--- src/rtl/mul_share_ctrl_if.sv ---
// Requester, response and multiplier handshake bundle for mul_share_ctrl.
// The slave modport is the controller; the master modport is its environment
// (integer pipes plus the shared Booth multiplier).
interface mul_share_ctrl_if #(
    parameter int N_REQ = 2,
    parameter int XLEN  = 32
);
    logic [N_REQ-1:0]      req_valid;
    logic [N_REQ-1:0]      req_ready;
    logic [N_REQ*XLEN-1:0] req_src1;
    logic [N_REQ*XLEN-1:0] req_src2;
    logic [N_REQ-1:0]      req_signed;
    logic [N_REQ-1:0]      req_high;
    logic [N_REQ-1:0]      rsp_valid;
    logic [N_REQ-1:0]      rsp_ready;
    logic [XLEN-1:0]       rsp_data;
    logic [XLEN:0]         mul_src1;
    logic [XLEN:0]         mul_src2;
    logic                  mul_in_valid;
    logic                  mul_in_ready;
    logic                  mul_out_valid;
    logic [2*XLEN-1:0]     mul_result;

    modport slave (
        input  req_valid, req_src1, req_src2, req_signed, req_high, rsp_ready,
               mul_in_ready, mul_out_valid, mul_result,
        output req_ready, rsp_valid, rsp_data, mul_src1, mul_src2, mul_in_valid
    );

    modport master (
        output req_valid, req_src1, req_src2, req_signed, req_high, rsp_ready,
               mul_in_ready, mul_out_valid, mul_result,
        input  req_ready, rsp_valid, rsp_data, mul_src1, mul_src2, mul_in_valid
    );
endinterface

--- src/rtl/mul_share_ctrl.sv ---
// Round-robin sharing of one iterative multiplier among N_REQ integer pipes.
// One operation in flight; zero operands short-circuit the multiplier.
module mul_share_ctrl #(
    parameter int N_REQ = 2,
    parameter int XLEN  = 32,
    parameter int CNT_W = 16
) (
    input  logic             clk,
    input  logic             reset,
    mul_share_ctrl_if.slave  bus,
    output logic [CNT_W-1:0] ops_done
);
    localparam int PTR_W = $clog2(N_REQ);
    localparam logic [N_REQ-1:0] ONE = 1;

    typedef enum logic [1:0] {IDLE, ISSUE, BUSY, RESP} state_t;

    state_t           state;
    logic [PTR_W-1:0] rr_ptr, owner, grant_idx;
    logic [PTR_W:0]   scan;
    logic             grant_found, high_q;
    logic [N_REQ-1:0] grant_oh, owner_oh, rsp_valid_q;
    logic [XLEN-1:0]  sel_a, sel_b, rsp_data_q;
    logic             sel_signed, sel_high, mul_in_valid_q;
    logic [XLEN:0]    op_a, op_b;

    // Pick the first valid requester at or after rr_ptr, wrapping around.
    always_comb begin
        grant_found = 1'b0;
        grant_idx   = '0;
        scan        = '0;
        for (int k = 0; k < N_REQ; k++) begin
            scan = {1'b0, rr_ptr} + (PTR_W+1)'(k);
            if (scan >= (PTR_W+1)'(N_REQ))
                scan = scan - (PTR_W+1)'(N_REQ);
            if (!grant_found && bus.req_valid[scan[PTR_W-1:0]]) begin
                grant_found = 1'b1;
                grant_idx   = scan[PTR_W-1:0];
            end
        end
    end

    assign grant_oh   = ONE << grant_idx;
    assign owner_oh   = ONE << owner;
    assign sel_a      = bus.req_src1[int'(grant_idx)*XLEN +: XLEN];
    assign sel_b      = bus.req_src2[int'(grant_idx)*XLEN +: XLEN];
    assign sel_signed = bus.req_signed[grant_idx];
    assign sel_high   = bus.req_high[grant_idx];

    // Grant is offered only while idle and out of reset.
    always_comb begin
        bus.req_ready = '0;
        if (state == IDLE && !reset && grant_found)
            bus.req_ready = grant_oh;
    end

    assign bus.mul_src1     = op_a;
    assign bus.mul_src2     = op_b;
    assign bus.mul_in_valid = mul_in_valid_q;
    assign bus.rsp_valid    = rsp_valid_q;
    assign bus.rsp_data     = rsp_data_q;

    // Control FSM: accept, issue to multiplier, wait for result, hold response.
    always_ff @(posedge clk) begin
        if (reset) begin
            state          <= IDLE;
            rr_ptr         <= '0;
            owner          <= '0;
            high_q         <= 1'b0;
            op_a           <= '0;
            op_b           <= '0;
            mul_in_valid_q <= 1'b0;
            rsp_valid_q    <= '0;
            rsp_data_q     <= '0;
            ops_done       <= '0;
        end else begin
            case (state)
                IDLE: if (grant_found) begin
                    owner  <= grant_idx;
                    high_q <= sel_high;
                    op_a   <= {sel_signed & sel_a[XLEN-1], sel_a};
                    op_b   <= {sel_signed & sel_b[XLEN-1], sel_b};
                    if (sel_a == '0 || sel_b == '0) begin
                        // Product is zero either way; skip the multiplier.
                        rsp_data_q  <= '0;
                        rsp_valid_q <= grant_oh;
                        state       <= RESP;
                    end else begin
                        mul_in_valid_q <= 1'b1;
                        state          <= ISSUE;
                    end
                end
                ISSUE: if (bus.mul_in_ready) begin
                    mul_in_valid_q <= 1'b0;
                    state          <= BUSY;
                end
                BUSY: if (bus.mul_out_valid) begin
                    rsp_data_q  <= high_q ? bus.mul_result[2*XLEN-1:XLEN]
                                          : bus.mul_result[XLEN-1:0];
                    rsp_valid_q <= owner_oh;
                    state       <= RESP;
                end
                RESP: if (bus.rsp_ready[owner]) begin
                    rsp_valid_q <= '0;
                    ops_done    <= ops_done + 1'b1;
                    rr_ptr      <= (owner == PTR_W'(N_REQ-1)) ? '0 : owner + 1'b1;
                    state       <= IDLE;
                end
                default: state <= IDLE;
            endcase
        end
    end
endmodule
--- src/flat_wrapper.sv ---
// flat-port wrapper written by rule: the top's interface ports become plain ports
module mul_share_ctrl_flat 
#(
    parameter int N_REQ = 2,
    parameter int XLEN  = 32,
    parameter int CNT_W = 16
)
  (clk, reset, ops_done, bus_req_valid, bus_req_src1, bus_req_src2, bus_req_signed, bus_req_high, bus_rsp_ready, bus_mul_in_ready, bus_mul_out_valid, bus_mul_result, bus_req_ready, bus_rsp_valid, bus_rsp_data, bus_mul_src1, bus_mul_src2, bus_mul_in_valid);
  mul_share_ctrl_if #(.N_REQ(N_REQ), .XLEN(XLEN)) bus_i ();
  input  logic clk;
  input  logic reset;
  output logic [CNT_W-1:0] ops_done;
  input wire logic [$bits(bus_i.req_valid)-1:0] bus_req_valid;
  input wire logic [$bits(bus_i.req_src1)-1:0] bus_req_src1;
  input wire logic [$bits(bus_i.req_src2)-1:0] bus_req_src2;
  input wire logic [$bits(bus_i.req_signed)-1:0] bus_req_signed;
  input wire logic [$bits(bus_i.req_high)-1:0] bus_req_high;
  input wire logic [$bits(bus_i.rsp_ready)-1:0] bus_rsp_ready;
  input wire logic [$bits(bus_i.mul_in_ready)-1:0] bus_mul_in_ready;
  input wire logic [$bits(bus_i.mul_out_valid)-1:0] bus_mul_out_valid;
  input wire logic [$bits(bus_i.mul_result)-1:0] bus_mul_result;
  output wire logic [$bits(bus_i.req_ready)-1:0] bus_req_ready;
  output wire logic [$bits(bus_i.rsp_valid)-1:0] bus_rsp_valid;
  output wire logic [$bits(bus_i.rsp_data)-1:0] bus_rsp_data;
  output wire logic [$bits(bus_i.mul_src1)-1:0] bus_mul_src1;
  output wire logic [$bits(bus_i.mul_src2)-1:0] bus_mul_src2;
  output wire logic [$bits(bus_i.mul_in_valid)-1:0] bus_mul_in_valid;
  assign bus_i.req_valid = bus_req_valid;
  assign bus_i.req_src1 = bus_req_src1;
  assign bus_i.req_src2 = bus_req_src2;
  assign bus_i.req_signed = bus_req_signed;
  assign bus_i.req_high = bus_req_high;
  assign bus_i.rsp_ready = bus_rsp_ready;
  assign bus_i.mul_in_ready = bus_mul_in_ready;
  assign bus_i.mul_out_valid = bus_mul_out_valid;
  assign bus_i.mul_result = bus_mul_result;
  assign bus_req_ready = bus_i.req_ready;
  assign bus_rsp_valid = bus_i.rsp_valid;
  assign bus_rsp_data = bus_i.rsp_data;
  assign bus_mul_src1 = bus_i.mul_src1;
  assign bus_mul_src2 = bus_i.mul_src2;
  assign bus_mul_in_valid = bus_i.mul_in_valid;
  mul_share_ctrl #(.N_REQ(N_REQ), .XLEN(XLEN), .CNT_W(CNT_W)) u_core (.clk(clk), .reset(reset), .bus(bus_i), .ops_done(ops_done));
endmodule
--- config.mk ---
export PLATFORM = sky130hd
export DESIGN_NAME = mul_share_ctrl_flat
export DESIGN_NICKNAME = d
export VERILOG_FILES = /design/src/rtl/mul_share_ctrl_if.sv /design/src/rtl/mul_share_ctrl.sv /design/src/flat_wrapper.sv
export SDC_FILE = /design/constraint.sdc
export NUM_CORES = 1
export LEC_CHECK = 0
export ABC_AREA = 1
export BUFFER_PORTS_ARGS = -buffer_cell sky130_fd_sc_hd__buf_2
export CAP_MARGIN = 40
export CORE_MARGIN = 2
export CORE_UTILIZATION = 40
export DETAILED_ROUTE_END_ITERATION = 16
export HOLD_SLACK_MARGIN = 0.06
export PLACE_DENSITY = 0.72
export SLEW_MARGIN = 10
export SYNTH_ARGS = -nofsm -noshare
export SYNTH_HDL_FRONTEND = slang
export SYNTH_SLANG_ARGS = --single-unit
--- constraint.sdc ---
create_clock -name clk -period 2.9 [get_ports clk]
set_input_delay 0.145 -clock clk [delete_from_list [all_inputs] [get_ports clk]]
set_output_delay 0.145 -clock clk [all_outputs]
set_load 0.01 [all_outputs]
==> impl_results.md, run 1 <==
* Status: complete, no violations
* P&R area growth vs syn at 38.05%
* Core area at 15770 um^2
* CP Buf/Inv Count at 5
* Worst Hold Class: in2reg
* Unrepaired setup endpoints after global routing: false
* Htree depth at 4
* Register area at 2442 um^2
* Crit path capture type: flop
* Worst-path cell chain: inv_1, ha_1, inv_1, nor2_1, inv_2, buf_4, nand2_1, o211ai_1, dlygate4sd3_1
* Largest family of logic cells by synthesized area: simple AND/OR/NAND/NOR gates
* Worst Setup Start Kind: flop
* Count of input and output buffers at 322
* Tcrit/Tclk final at 88.43%
* Final wirelength at 21450 um
* Top FF cell, synth: dfxtp_1
* Post-DP HPWL at 15690 um
* CTS tree: built
* Number of global-route vias before repair at 6548
* PD cells at 879.5 nW/um^2
* Commonest non-fill, non-tap cell in the layout: buf_2
* Chip height at 130.6 um
* # setup viols final at 0
* Initial antenna violation count at 4
* Crit-path slowest cell: dlygate4sd3_1
* Synth warn at 0
* CTS sink cnt at 122
* TritonRoute pass-1 iters at 6
* CP top delay family: buffers and inverters
* Static leakage at 4.637 nW
* Post-DP Area at 8113 um^2
* Reg clk slew, reported paths at 60 ps
* Synth top area cells: dfxtp_1, nand2_1, o21ai_0, nor2_1, nand3_1
* Max transition margin at 45.71%
* First-pass GRT wire length at 32300 um
* Peak supply drop at 0.3929 mV
* Post-route ant nets at 0
* Multiplexer share of the synthesized area at 0%
* Fillers at 1589
* TritonCTS Buffers at 17
* Net Count, Synth at 1212
* Via density at 4.834
* Crit Path Class: reg2reg
* Slew Limit Fails at 0
* Row count at 46
* Critical Path Most Common Cell: inv_1
* Max Freq at 390.0 MHz
* Post-route DRC at 0
* Final nets at 1505
* Synth area leader: dfxtp_1
* Die Area at 17040 um^2
* Initial Util at 40.62%
* Post-CTS Setup Inserts at 0
* Post-synth top area share at 38.13%
* Global route overflow at 0
* CP required at 3260 ps
* Die Width at 130.6 um
* Most frequent cells in the layout: buf_2, nand2_1, nor2_1, o21ai_0, dfxtp_1
* Share of cells above drive strength 1 at 28.34%
* Post-Syn Instances at 1003
* All-Layer GR Usage at 24.34%
* Via count at 7386
* Actual slew at the worst max-slew pin at 813.4 ps
* Max-cap violations at 0
* Worst skew pair latency at 420 ps
* Arrival time worst endpoint at 2930 ps
* Worst-path fanout max at 66
* Post-CTS sizing at 0
* Post-synth EDFFs at 0
* CTS Root Cell: clkbuf_16
* Avg Synthesized Cell Area at 6.387 um^2
* CP peak stage delay at 570 ps
* Yosys cell types at 31
* Mapped cell area at 6406 um^2
* Post-Synth XOR/XNOR Area at 0.1367%
* Synth Area in Compound Gates at 14.96%
* Register area share after synthesis at 38.13%
* Crit path time final at 2564 ps
* Largest net degree at the start of global routing at 67
* Setup total negative slack at 0 ps
* Gpl congestion at 0.8841
* Multi-input gate area at 3269 um^2
* Ys async rst share at 0%
* Fin. Hold Viols at 0
* Worst clock skew at 5.750 ps
* Synth Area in Simple Gates at 34.88%
* Ports at 323
* CTS max path bufs at 2
* Non-Filler Cell Area, Final at 8843 um^2
* Iter 0 DRT Violations at 352
* Flops & latches, synth at 122
* Drt wl/cell at 14.04 um
* Post-synthesis adder-cell area fraction at 0.9766%
## flip-flops by register name, indices dropped and copies added (netlist names)
| signal | count |
|---|---|
| u_core.bus.mul_in_valid | 1 |
| u_core.bus.mul_src1 | 33 |
| u_core.bus.mul_src2 | 33 |
| u_core.bus.rsp_data | 32 |
| u_core.bus.rsp_valid | 2 |
| u_core.high_q | 1 |
| u_core.ops_done | 16 |
| u_core.owner | 1 |
| u_core.rr_ptr | 1 |
| u_core.state | 2 |
## through the flow
stage / hold WS (ps) / setup slack [ps] / cells / util (%) / power, mW
after floorplan: 275.4 / 908.7 / 1003 / - / 4.454
after global placement: 385.5 / 460.7 / 1486 / 51.44 / 5.390
after detailed placement: 395.3 / 401.1 / 1486 / 51.44 / 5.439
after CTS: 66.69 / 327.4 / 1525 / 56.03 / 7.825
after global routing: 96.26 / 30.24 / 1528 / 56.08 / 8.320
final: 72.81 / 335.6 / 1528 / 56.08 / 7.778
## worst min-delay path, stage by stage
cell     delay [ps]
buf_2            70
o21ai_0          90
o21ai_0         150
## what timing repair did
item                                    in CTS  in global routing
hold endpoints to repair                     7                  0
endpoints found under the setup margin       0                  0
hold buffers                                 7                  0
## layout make-up
class / instances / area share (%)
Timing Repair Buffer: 341 / 20.46
Inverter: 104 / 4.428
Clock buffer: 21 / 5.207
Clock inverter: 11 / 2.179
Multi-Input combinational cell: 710 / 36.97
Antenna cell: 3 / 0.08489
Sequential cell: 122 / 27.62
Tap cell: 216 / 3.056
## metal layers
metal | routed length, um | global-route usage, %
met1 | 9148 | 29.25
met2 | 10100 | 40.93
met3 | 1676 | 6.963
met4 | 510 | 10.14
met5 | 13 | 0
## power by group
group / internal, mW / switching [mW]
combinational: 1.09 / 1.98
sequential: 2.12 / 0.227
clock: 1.57 / 0.791
## cell families (layout without fill, tap and decap cells)
| kind of cell | count (synthesis) | after routing |
|---|---|---|
| xor gates and xnor gates | 1 | 1 |
| buffers and inverters | 171 | 477 |
| other | 0 | 3 |
| DFF | 122 | 122 |
| adders and majority gates | 5 | 5 |
| AOI/OAI and AO/OA | 187 | 187 |
| and+or+nand+nor | 517 | 517 |
## synth_stat cells (2+ instances only)
| library cell | count |
|---|---|
| a21oi_1 | 49 |
| buf_1 | 5 |
| buf_2 | 19 |
| buf_4 | 5 |
| buf_6 | 2 |
| clkbuf_1 | 36 |
| dfxtp_1 | 122 |
| ha_1 | 5 |
| inv_1 | 102 |
| nand2_1 | 223 |
| nand3_1 | 104 |
| nand3b_1 | 36 |
| nand4_1 | 2 |
| nor2_1 | 141 |
| nor3_1 | 7 |
| o21a_1 | 2 |
| o21ai_0 | 125 |
| o21ai_1 | 4 |
| o22ai_1 | 2 |
## final timing paths
path                      startpoint                 endpoint  cells past startpoint  slack [ps]
setup / recovery     u_core.state[0]            u_core.high_q                      9         340
hold / removal      bus_req_src2[42]  u_core.bus.mul_src2[10]                      3          70
setup reg to reg     u_core.state[0]            u_core.high_q                      9         340
hold reg to reg   u_core.ops_done[4]       u_core.ops_done[4]                      2         460
Note: power is estimated with default switching activity, not from simulation.
==> inputs of run 2 (changes only) <==
- BUFFER_PORTS_ARGS: -buffer_cell sky130_fd_sc_hd__buf_2 -> -buffer_cell sky130_fd_sc_hd__clkbuf_2
- CORE_ASPECT_RATIO: not set -> 0.7
==> run 2 against run 1 <==
Against the previous run:
- setup slack lost 47 ps
- register-to-register slack lost 50 ps
- utilization grew 0.73 points
- combinational power grew 2%
- sequential share of layout area is essentially flat
- flip-flop and latch count is the same
- routed wire length shrank 3.5%
- global-route usage shrank 0.97 points
- fmax shrank 1.8%
- via count shrank 0.47%
- largest power group unchanged
- clock skew grew 6.5 ps
==> impl_results.md, run 2 (same netlist as run 1, synthesis figures left out) <==
* Status: complete, no violations
* GRT met1 Usage at 31.06% (+1.8 points)
* Ports at 323 (unchanged)
* Worst Hold Class: in2reg
* Most frequent cells in the layout: clkbuf_2, nand2_1, nor2_1, o21ai_0, dfxtp_1
* Peak supply drop at 0.4783 mV (+22%)
* TritonCTS Buffers at 17 (unchanged)
* Critical path depth at 9 (unchanged)
* Via density at 4.843 (+0.18%)
* Worst-path fanout max at 66 (unchanged)
* Number of global-route vias before repair at 6540 (-0.12%)
* Commonest non-fill, non-tap cell in the layout: clkbuf_2
* Hold path start: bus_req_src2[48]
* Actual slew at the worst max-slew pin at 796.1 ps (-17.29 ps)
* CTS tree: built
* Register area at 2442 um^2 (unchanged)
* CTS Root Cell: clkbuf_16
* Final Non-Filler Cells at 1518 (-0.65%)
* CP Buf/Inv Count at 5 (unchanged)
* Share of cells above drive strength 1 at 29.29% (+0.94 points)
* Global route hottest layer: met2
* Power Internal at 4.711 mW (-1.4%)
* Crit path time final at 2611 ps (+46.72 ps)
* Worst clock skew at 12.21 ps (+6.462 ps)
* Crit-path slowest cell: dlygate4sd3_1
* Worst-path cell chain: inv_1, ha_1, inv_1, nor2_1, inv_2, buf_4, nand2_1, o211ai_1, dlygate4sd3_1
* Initial Util at 41.08% (+0.46 points)
* Iter 0 DRT Violations at 373 (+6.0%)
* Critical Path Most Common Cell: inv_1
* Post-DP HPWL at 15670 um (-0.11%)
* Max transition margin at 46.87% (+1.2 points)
* TritonRoute pass-1 iters at 5 (-1)
* Multi-input gate area at 3282 um^2 (+0.38%)
* Max-cap violations at 0 (unchanged)
* Row count at 38 (-17%)
* PD cells at 877.9 nW/um^2 (-0.18%)
* CTS max path bufs at 2 (unchanged)
* All-Layer GR Usage at 23.37% (-0.97 points)
* Via count at 7351 (-0.47%)
* Reg2reg setup slack at 290 ps (-50 ps)
* Final nets at 1514 (+0.60%)
* Fin. Hold Viols at 0 (unchanged)
* Crit Path Class: reg2reg
* Initial antenna violation count at 0 (-4)
* Die Width at 155.3 um (+19%)
* CP top delay family: buffers and inverters
* Tcrit/Tclk final at 90.04% (+1.6 points)
* CP peak stage delay at 580 ps (about the same)
* Crit path capture type: flop
* Total Power at 7.777 mW (about the same)
* Antenna diodes at 0 (-3)
* Clock Power Share at 29.5% (-0.9 points)
* Arrival time worst endpoint at 2960 ps (+30 ps)
* Final wirelength at 20700 um (-3.5%)
* P&R area growth vs syn at 38.28%
* Static leakage at 4.649 nW (+0.26%)
* Logic pwr share at 40.2% (+0.7 points)
* Met2 Usage GRT at 38.44% (-2.5 points)
* Drt wl/cell at 13.63 um (-2.9%)
* Worst skew pair latency at 410 ps (about the same)
* Reg2reg start: u_core.state[0]
* Post-route DRC at 0 (unchanged)
* NetSw at 3.066 mW (+2.2%)
* Max Freq at 383.0 MHz (-1.8%)
* First-pass GRT wire length at 32060 um (-0.75%)
* Setup total negative slack at 0 ps (unchanged)
* Share of power burned in registers at 30.3% (about the same)
* Largest net degree at the start of global routing at 67 (unchanged)
* Htree depth at 4 (unchanged)
* Count of input and output buffers at 322 (unchanged)
* Dpl cells at 1483 (-0.20%)
* Post-route ant nets at 0 (unchanged)
* Fillers at 1558 (-2.0%)
* Global route overflow at 0 (unchanged)
* Critical Path Source: u_core.state[0]
* Chip height at 109.9 um (-16%)
* Core area at 15600 um^2 (-1.1%)
* CTS sink cnt at 122 (unchanged)
* CP required at 3250 ps (about the same)
* Reg clk slew, reported paths at 60 ps (about the same)
* Gpl congestion at 0.8200 (-7.3%)
* # setup viols final at 0 (unchanged)
* Worst Setup Start Kind: flop
* Worst R2R Path Depth at 9 (unchanged)
* Slew Limit Fails at 0 (unchanged)
* Met3 Usage GRT at 5.085% (-1.9 points)
* Unrepaired setup endpoints after global routing: false
* Die Area at 17060 um^2 (about the same)
* Switching share of total power at 39.43% (+0.86 points)
* Hold Path Stages at 3 (unchanged)
-- run 2: worst paths after layout --
kind                                                end
worst max-delay path                      u_core.high_q
worst min-delay path            u_core.bus.mul_src2[16]
worst max register to register            u_core.high_q
worst min register to register       u_core.ops_done[4]
-- run 2: metal layers --
metal	part of all wire (%)	up-vias
met5	0	-
met4	1.6	0
met3	6.0	25
met2	45	204
met1	48	3275
li1	-	3847
-- run 2: what timing repair did --
| action | 4_1_cts | 5_1_grt |
|---|---|---|
| gates resized for setup | 0 | 2 |
| hold buffers | 3 | 0 |
| buffers inserted | 0 | 0 |
| setup endpoints to repair | 0 | 31 |
| endpoints found under the hold margin | 2 | 0 |
-- run 2: layout make-up --
type / instances / share of cell area [%]
Inverter: 104 / 4.421
Multi-Input combinational cell: 710 / 37.05
Clock inverter: 15 / 2.401
Clock buffer: 17 / 4.802
Timing Repair Buffer: 350 / 20.93
Tap cell: 200 / 2.825
Sequential cell: 122 / 27.57
-- run 2: tightest hold or removal path: stages --
cell and delay (ps):
clkbuf_2 80, o21ai_1 80, o21ai_0 140
-- run 2: power groups by stage --
stage                     clock, mW  sequential, mW  combinational [mW]
after floorplan                   0            2.55                1.90
after global placement            0            2.38                3.05
after detailed placement          0            2.39                3.10
after CTS                      2.33            2.36                3.13
after global routing           2.41            2.41                3.51
final                          2.30            2.36                3.12
-- run 2: metrics by stage --
stage / hold WS [ps] / area, um^2 / worst slack [ps] / util (%)
6_report: 85.89 / 8859 / 288.9 / 56.80
5_1_grt: 85.21 / 8859 / 27.07 / 56.80
4_1_cts: 76.57 / 8846 / 173.4 / 56.72
3_5_place_dp: 373.5 / 8178 / 185.3 / 52.44
3_3_place_gp: 369.6 / 8178 / 212.7 / 52.44
2_1_floorplan: 275.4 / 6406 / 908.7 / -
